## config.mk

```make
export PLATFORM = sky130hd
export DESIGN_NAME = mul_div_unit
export DESIGN_NICKNAME = d
export VERILOG_FILES = /design/src/rtl/mul_div_unit.sv
export SDC_FILE = /design/constraint.sdc
export NUM_CORES = 1
export LEC_CHECK = 0
export ABC_AREA = 1
export BUFFER_PORTS_ARGS = -buffer_cell sky130_fd_sc_hd__buf_2
export CORE_UTILIZATION = 50
export CTS_CLUSTER_SIZE = 24
export DETAILED_ROUTE_END_ITERATION = 10
export PLACE_DENSITY = 0.69
export RECOVER_POWER = 100
export REMOVE_ABC_BUFFERS = 1
export SYNTH_ARGS = -nofsm -noshare
export SYNTH_HDL_FRONTEND = slang
export SYNTH_SLANG_ARGS = --single-unit
```

## constraint.sdc

```tcl
create_clock -name clk -period 6.15 [get_ports clk]
set_clock_uncertainty 0.2 [all_clocks]
set_input_delay 0.3075 -clock clk [delete_from_list [all_inputs] [get_ports clk]]
set_output_delay 0.3075 -clock clk [all_outputs]
set_load 0.1 [all_outputs]
```

## src/rtl/mul_div_unit.sv

```systemverilog
// Iterative multiply/divide unit with HI/LO result registers (MULT[U]/DIV[U], MTHI/MTLO).
// Define MUL_DIV_SIGNED_EN to enable signed MULT/DIV via an extra FIXUP state.
module mul_div_unit #(
  parameter int unsigned WIDTH = 32
) (
  input  logic             clk,
  input  logic             clr,
  input  logic             start,
  input  logic [1:0]       op,
  input  logic [WIDTH-1:0] operand_a,
  input  logic [WIDTH-1:0] operand_b,
  input  logic             hi_we,
  input  logic             lo_we,
  input  logic [WIDTH-1:0] write_data,
  output logic             busy,
  output logic             done,
  output logic             div_by_zero,
  output logic [WIDTH-1:0] hi,
  output logic [WIDTH-1:0] lo
);

  localparam int unsigned CntW = (WIDTH > 1) ? $clog2(WIDTH) : 1;
  localparam logic [CntW-1:0] CntLast = CntW'(WIDTH - 1);

  typedef enum logic [2:0] {
    StIdle,
    StMul,
    StDiv,
`ifdef MUL_DIV_SIGNED_EN
    StFixup,
`endif
    StDone
  } state_e;

  state_e          state_q, state_d;
  logic [CntW-1:0] cnt_q, cnt_d;
  logic [WIDTH-1:0] acc_q, acc_d;  // product upper half / partial remainder
  logic [WIDTH-1:0] mq_q, mq_d;    // multiplier / dividend shifting into quotient
  logic [WIDTH-1:0] b_q, b_d;      // multiplicand / divisor
  logic [WIDTH-1:0] hi_q, hi_d;
  logic [WIDTH-1:0] lo_q, lo_d;
  logic             dbz_q, dbz_d;

  logic [WIDTH-1:0] a_mag, b_mag;

`ifdef MUL_DIV_SIGNED_EN
  logic signed_q, signed_d;
  logic div_q, div_d;
  logic neg_q, neg_d;
  logic rem_neg_q, rem_neg_d;
  logic sign_a, sign_b;
  logic [2*WIDTH-1:0] prod, prod_neg;

  assign sign_a   = op[1] & operand_a[WIDTH-1];
  assign sign_b   = op[1] & operand_b[WIDTH-1];
  assign a_mag    = sign_a ? -operand_a : operand_a;
  assign b_mag    = sign_b ? -operand_b : operand_b;
  assign prod     = {acc_q, mq_q};
  assign prod_neg = -prod;
`else
  logic unused_op1;
  assign unused_op1 = op[1];
  assign a_mag      = operand_a;
  assign b_mag      = operand_b;
`endif

  // One shift-add multiply step and one restoring-divide step, both from current state.
  logic [WIDTH:0]   mul_sum, div_sh, div_diff;
  logic [WIDTH-1:0] mul_acc_nx, mul_mq_nx, div_acc_nx, div_mq_nx;

  assign mul_sum    = {1'b0, acc_q} + (mq_q[0] ? {1'b0, b_q} : '0);
  assign mul_acc_nx = mul_sum[WIDTH:1];
  assign mul_mq_nx  = {mul_sum[0], mq_q[WIDTH-1:1]};
  assign div_sh     = {acc_q, mq_q[WIDTH-1]};
  assign div_diff   = div_sh - {1'b0, b_q};
  assign div_acc_nx = div_diff[WIDTH] ? div_sh[WIDTH-1:0] : div_diff[WIDTH-1:0];
  assign div_mq_nx  = {mq_q[WIDTH-2:0], ~div_diff[WIDTH]};

  always_comb begin
    state_d = state_q;
    cnt_d   = cnt_q;
    acc_d   = acc_q;
    mq_d    = mq_q;
    b_d     = b_q;
    hi_d    = hi_q;
    lo_d    = lo_q;
    dbz_d   = dbz_q;
`ifdef MUL_DIV_SIGNED_EN
    signed_d  = signed_q;
    div_d     = div_q;
    neg_d     = neg_q;
    rem_neg_d = rem_neg_q;
`endif
    case (state_q)
      StIdle, StDone: begin
        state_d = StIdle;
        if (start) begin
          cnt_d = '0;
          acc_d = '0;
          mq_d  = op[0] ? a_mag : b_mag;
          b_d   = op[0] ? b_mag : a_mag;
          dbz_d = 1'b0;
`ifdef MUL_DIV_SIGNED_EN
          signed_d  = op[1];
          div_d     = op[0];
          neg_d     = sign_a ^ sign_b;
          rem_neg_d = sign_a;
`endif
          if (op[0] && (operand_b == '0)) begin
            hi_d    = operand_a;
            lo_d    = '1;
            dbz_d   = 1'b1;
            state_d = StDone;
          end else begin
            state_d = op[0] ? StDiv : StMul;
          end
        end else begin
          if (hi_we) hi_d = write_data;
          if (lo_we) lo_d = write_data;
        end
      end
      StMul: begin
        acc_d = mul_acc_nx;
        mq_d  = mul_mq_nx;
        cnt_d = cnt_q + CntW'(1);
        if (cnt_q == CntLast) begin
          state_d = StDone;
          hi_d    = mul_acc_nx;
          lo_d    = mul_mq_nx;
`ifdef MUL_DIV_SIGNED_EN
          if (signed_q) begin
            state_d = StFixup;
            hi_d    = hi_q;
            lo_d    = lo_q;
          end
`endif
        end
      end
      StDiv: begin
        acc_d = div_acc_nx;
        mq_d  = div_mq_nx;
        cnt_d = cnt_q + CntW'(1);
        if (cnt_q == CntLast) begin
          state_d = StDone;
          hi_d    = div_acc_nx;
          lo_d    = div_mq_nx;
`ifdef MUL_DIV_SIGNED_EN
          if (signed_q) begin
            state_d = StFixup;
            hi_d    = hi_q;
            lo_d    = lo_q;
          end
`endif
        end
      end
`ifdef MUL_DIV_SIGNED_EN
      StFixup: begin
        state_d = StDone;
        if (div_q) begin
          lo_d = neg_q ? -mq_q : mq_q;
          hi_d = rem_neg_q ? -acc_q : acc_q;  // remainder follows the dividend's sign
        end else begin
          {hi_d, lo_d} = neg_q ? prod_neg : prod;
        end
      end
`endif
      default: state_d = StIdle;
    endcase
  end

  always_ff @(posedge clk or posedge clr) begin
    if (clr) begin
      state_q <= StIdle;
      cnt_q   <= '0;
      acc_q   <= '0;
      mq_q    <= '0;
      b_q     <= '0;
      hi_q    <= '0;
      lo_q    <= '0;
      dbz_q   <= 1'b0;
`ifdef MUL_DIV_SIGNED_EN
      signed_q  <= 1'b0;
      div_q     <= 1'b0;
      neg_q     <= 1'b0;
      rem_neg_q <= 1'b0;
`endif
    end else begin
      state_q <= state_d;
      cnt_q   <= cnt_d;
      acc_q   <= acc_d;
      mq_q    <= mq_d;
      b_q     <= b_d;
      hi_q    <= hi_d;
      lo_q    <= lo_d;
      dbz_q   <= dbz_d;
`ifdef MUL_DIV_SIGNED_EN
      signed_q  <= signed_d;
      div_q     <= div_d;
      neg_q     <= neg_d;
      rem_neg_q <= rem_neg_d;
`endif
    end
  end

  assign busy        = (state_q != StIdle) && (state_q != StDone);
  assign done        = (state_q == StDone);
  assign div_by_zero = done & dbz_q;
  assign hi          = hi_q;
  assign lo          = lo_q;

endmodule
```

==> metrics, run 1 <==
worst-margin pin slew 2.34 ns; Die W 169 µm; Seq. cell area 4200 µm²; CP max stage delay 1.58 ns; hpwl dp 38.1 mm; share of layout cells above drive strength 1 8.02%; Area contributors post-synth dfrtp_1 (30%), nand2_1 (16%), inv_1 (9.6%), ha_1 (6.2%), nand3_1 (5.3%); ys flop type dfrtp_1; crit-path max FO 64; core area 27200 µm²; mapped cell area 14000 µm²; Hold EP mq_q[27]; Syn Inst Count 2145; Setup violations, final 0; final antenna-violating net count 0; reg2reg path depth 11; Rows 60; crit share post-route 77.2%; Netlist cell types 47; Setup CP Type register to register; crit start category register; asr flop ratio synth 100%; H-tree depth 4; CTS Root Cell clkbuf_16; Clock Latency Late Sink 0.45 ns; Top Family by Delay on Critical Path buffers and inverters; Yosys warning count 0; die area 28700 µm²; drt drc 0; Area growth syn-to-layout 13.7%; total clock sinks 168; Buf+Inv Stages, Crit Path 6; first-pass GRT wire length 77.1 mm; setup TNS 0 ns; PortBufs 168; clk slew on worst S/H paths 0.08 ns; final wirelength 49.3 mm; Worst Min Path Start operand_b[27]; worst hold slack -0.00691 ns; relative slew slack -56.9%; Hold Vio Cnt, Final 1; Seq cells post-synth 168; # diodes 0; Post-synth EDFFs 0; Post-CTS Setup Bufs 0; TritonRoute pass-1 iters 5; CP cell instances inv_1, ha_1, inv_1, nor2_4, clkbuf_1, inv_2, buf_4, o211ai_1, buf_4, nand2_1, a21boi_1; Synth Area per Inst 6.52 µm²; Final Slew Violations 164; flop-to-flop setup slack 1.40 ns; layout net count 2479; post-layout min period 4.75 ns; largest net degree at the start of global routing 70; via count 15.0k; post-CTS resize count 0; vias in the first global route 14.0k; CTS tree built; failing checks negative hold slack, max-capacitance violations, max-slew violations; CP max stage cell clkbuf_1; clock buffer depth 2; Multi-input gate area 7970 µm²; Yosys top cell area share 30.1%; GP Congestion 1.00; reg2reg start state_q[0]; RSZ-0062 raised after global routing no; maximum clock frequency 0.211 GHz; FILL cells 2751; Worst EP arrival 4.87 ns; Yosys top cell by area dfrtp_1; Die Ht 169 µm; drt first-iter violations 1446; wire length per cell 18.3 µm; worst flop-to-flop path endpoint hi[0]; Hold Path Stages 3; sequential share of the synthesized area 30.1%; Max-Cap Viols 3; WP data required 6.28 ns; Total Routing Usage GR 35.1%; total gr overflow 0; vias per cell 5.59; Ports 170; Initial Util 51.5%; CP endpoint kind register; status finished with violations; CTS Buf Count 17; initial antenna violation count 1; worst hold-check path type primary input to register
[worst max path at each step]
stage	endpoint	cells after the start	startpoint	slack, ns
after global placement	hi[16]	19	mq_q[31]	2.32
final	hi[0]	11	state_q[0]	1.40
after floorplan	hi[0]	8	state_q[0]	0.06
after CTS	hi[18]	19	mq_q[31]	2.22
after global routing	hi[2]	11	state_q[0]	1.13
after detailed placement	hi[18]	19	mq_q[31]	2.24
[kinds of logic (layout without fill, tap and decap cells)]
family	after synthesis	after routing	share of synthesized area [%]
and+or+nand+nor	967	967	29.3
adders and majority gates	71	71	6.46
xor gates and xnor gates	15	15	0.939
AOI/OAI and AO/OA	463	463	20.5
buffers and inverters	461	634	12.8
DFF	168	168	30.1
[cells in the final DEF (no fill, tap or decap), types with 69 or more instances in the layout]
cell      count
a21oi_1      91
buf_2       102
clkbuf_1     70
dfrtp_1     168
ha_1         69
inv_1       357
nand2_1     588
nand3_1     149
nor2_1      149
o21ai_0     147
[synth_stat cells, types with 3 or more instances]
| cell type | count |
|---|---|
| a22oi_1 | 25 |
| o21a_1 | 38 |
| o21ai_1 | 23 |
| nand2_1 | 584 |
| or2_2 | 7 |
| clkinv_1 | 16 |
| o22ai_1 | 50 |
| nand3_2 | 11 |
| nor3_1 | 11 |
| nand2_4 | 3 |
| buf_1 | 4 |
| nor2_1 | 150 |
| a21o_1 | 5 |
| o21bai_1 | 40 |
| o221ai_1 | 4 |
| a21oi_1 | 89 |
| xor2_1 | 10 |
| xnor2_1 | 5 |
| buf_6 | 4 |
| a221oi_1 | 16 |
| ha_1 | 69 |
| o211ai_1 | 5 |
| a31oi_1 | 6 |
| nand4_1 | 12 |
| nand3_1 | 149 |
| inv_2 | 4 |
| o21ai_0 | 125 |
| a21boi_1 | 23 |
| nand2_2 | 5 |
| nor2_2 | 4 |
| dfrtp_1 | 168 |
| nand3b_1 | 15 |
| clkbuf_1 | 58 |
| a21oi_2 | 6 |
| buf_2 | 15 |
| nor4_1 | 12 |
| inv_1 | 357 |
[stage by stage]
step / area [µm²] / instances / util [%] / hold slack (ns) / setup slack [ns]
floorplan: 13600 / 2061 / - / 0.246 / 0.0650
global placement: 15100 / 2619 / 55.5 / 0.174 / 2.32
detailed placement: 15100 / 2619 / 55.5 / 0.172 / 2.24
CTS: 16100 / 2690 / 59.1 / 0.000484 / 2.22
global route: 15900 / 2690 / 58.6 / 0.0228 / 1.13
finish: 15900 / 2690 / 58.6 / -0.00691 / 1.40
[sequential cells by signal (all words and copies together) (netlist names)]
name and flops:
mq_q 32, state_q 2, cnt_q 5, b_q 32
hi 32, dbz_q 1, lo 32, acc_q 32
[tightest hold or removal path: stages]
cell	delay (ns)
buf_2	0.10
o21ai_0	0.07
o211ai_1	0.10
[per-layer routing]
metal	vias to the layer above	wire length (µm)	track usage [%]
li1	7271	-	-
met1	6977	23000	52.4
met3	67	4230	4.73
met2	730	21000	53.0
met4	2	1120	9.40
met5	-	12	0
[what timing repair did]
item / in CTS / in global routing
hold endpoints to repair: 78 / 0
hold buffers: 39 / 0
endpoints found under the setup margin: 0 / 0
[area by class of cell]
| type | instances | area share, % |
|---|---|---|
| inverters | 377 | 8.90 |
| clock buffers | 18 | 2.70 |
| multi-input cells | 1516 | 50.1 |
| repair buffers | 225 | 7.98 |
| clock inverters | 14 | 0.967 |
| flip-flops and latches | 168 | 26.4 |
| well taps | 372 | 2.92 |
Power of run 1 is left out: the tool's default activity adds up to more than one toggle a clock period on the data nets, which glitch-free logic cannot reach.
==> run 2, diff against run 1 <==
- clock period: 6.15 -> 4.7 ns (I/O delays scaled with it)
==> run 2 against run 1 <==
Compared with the run above:
- the flow finishes with violations (max-capacitance violations, max-slew violations)
- first-iteration DRC count rose by 3.5%
- wire length increased by 4.2%
- critical path depth decreased by 6
- largest cell class unchanged
==> metrics, run 2 (synthesis results as in run 1) <==
status finished with violations (unchanged); failing checks max-capacitance violations, max-slew violations (was negative hold slack, max-capacitance violations, max-slew violations); reg2reg path depth 19 (was 11); placed cell count 2622 (was 2619); vias in the first global route 14.4k (was 14.0k); Worst Min Path Start operand_b[24] (was operand_b[27]); H-tree depth 4 (unchanged); maximum clock frequency 0.244 GHz; reg2reg start mq_q[31] (was state_q[0]); WP data required 4.26 ns (was 6.28 ns); CTS Root Cell clkbuf_16 (unchanged); Max-Cap Viols 3 (unchanged); largest net degree at the start of global routing 101 (was 70); final antenna-violating net count 0 (unchanged); initial antenna violation count 0 (was 1); Multi-input gate area 7990 µm² (was 7970 µm²); total gr overflow 0 (unchanged); commonest non-fill, non-tap cell in the layout nand2_1 (unchanged); Area growth syn-to-layout 17.6% (was 13.7%); Clock Latency Late Sink 0.45 ns (about the same); Worst EP arrival 3.66 ns (was 4.87 ns); CP endpoint kind primary output (was register); FILL cells 2677 (was 2751); CTS Buf Count 17 (unchanged); die area 28700 µm² (unchanged); Setup CP Type register to primary output (was register to register); worst hold-check path type primary input to register (unchanged); RSZ-0062 raised after global routing no (unchanged); Setup violations, final 0 (unchanged); share of layout cells above drive strength 1 7.97% (was 8.02%); CTS tree built (unchanged); Hold Path Stages 3 (unchanged); commonest non-fill, non-tap cells in the layout nand2_1 (587), inv_1 (357), dfrtp_1 (168) (was nand2_1 (588), inv_1 (357), dfrtp_1 (168)); clock buffer depth 2 (unchanged); Hold Vio Cnt, Final 0 (was 1); PortBufs 168 (unchanged); post-layout min period 4.09 ns; drt drc 0 (unchanged); Die Ht 169 µm (unchanged); first-pass GRT wire length 79.9 mm (was 77.1 mm); Hold EP mq_q[24] (was mq_q[27]); Initial Util 51.5% (unchanged); # diodes 0 (unchanged); Post-CTS Setup Bufs 0 (unchanged); drt first-iter violations 1496 (was 1446); final wirelength 51.4 mm (was 49.3 mm); Finished Layout Cells 2744 (was 2690); via count 15.3k (was 15.0k); relative slew slack -46.6% (was -56.9%); worst flop-to-flop path endpoint acc_q[1] (was hi[0]); Seq. cell area 4200 µm² (unchanged); clk slew on worst S/H paths 0.07 ns (was 0.08 ns); wire length per cell 18.7 µm (was 18.3 µm); TritonRoute pass-1 iters 6 (was 5); Rows 60 (unchanged); core area 27200 µm² (unchanged); worst-margin pin slew 2.20 ns (was 2.34 ns); total clock sinks 168 (unchanged); crit start category register (unchanged); GP Congestion 0.968 (was 1.00); post-CTS resize count 0 (unchanged); Die W 169 µm (unchanged); placed inst area 15100 µm² (about the same); Finished Cell Area 16500 µm² (was 15900 µm²); flop-to-flop setup slack 0.86 ns (was 1.40 ns); Total Routing Usage GR 36.4% (was 35.1%); vias per cell 5.57 (was 5.59); layout net count 2533 (was 2479); Final Slew Violations 214 (was 164); crit share post-route 87.1%; crit-path max FO 68 (was 64); hpwl dp 39.4 mm (was 38.1 mm); Ports 170 (unchanged)
==> run 2: worst max path at each step <==
stage	startpoint	depth (start not counted)	endpoint	slack (ns)
floorplan	state_q[0]	8	hi[0]	-1.39
global placement	b_q[0]	18	acc_q[2]	1.19
detailed placement	b_q[0]	18	acc_q[2]	1.09
CTS	b_q[0]	18	acc_q[2]	1.10
global route	operand_b[14]	12	lo[31]	0.44
finish	state_q[0]	5	busy	0.61
==> run 2: worst max-delay path: stages, from the launching register on <==
cell and delay, ns:
dfrtp_1 0.38, inv_1 0.07, ha_1 0.44, inv_1 0.17, clkbuf_2 1.19, clkbuf_1 0.94
==> run 2: metal layers <==
layer,up-vias,GRT usage (%),part of all wire [%]
li1,7388,-,-
met1,7074,52.7,46
met2,733,55.3,43
met3,100,5.92,8.3
met4,0,11.2,2.8
met5,-,0,0
==> run 2: per-stage QoR <==
step	setup slack (ns)	utilization, %	setup TNS (ns)	hold WS, ns
after global routing	0.443	60.5	0	0.0245
after floorplan	-1.39	-	-112.63	0.174
after CTS	1.10	61.0	0	0.00170
after detailed placement	1.09	55.6	0	0.274
final	0.608	60.5	0	0.00181
after global placement	1.19	55.6	0	0.270
==> run 2: timing repair <==
| item | CTS | global route |
|---|---|---|
| setup endpoints to repair | 0 | 0 |
| hold endpoints to repair | 173 | 0 |
| hold buffers | 90 | 0 |
==> run 2: cell type report <==
type	instances	share of cell area, %
clock buffers	18	2.61
clock inverters	14	0.943
inverters	377	8.62
multi-input cells	1516	48.5
flip-flops and latches	168	25.6
well taps	372	2.83
repair buffers	279	10.9
Power of run 2 is left out for the same reason.
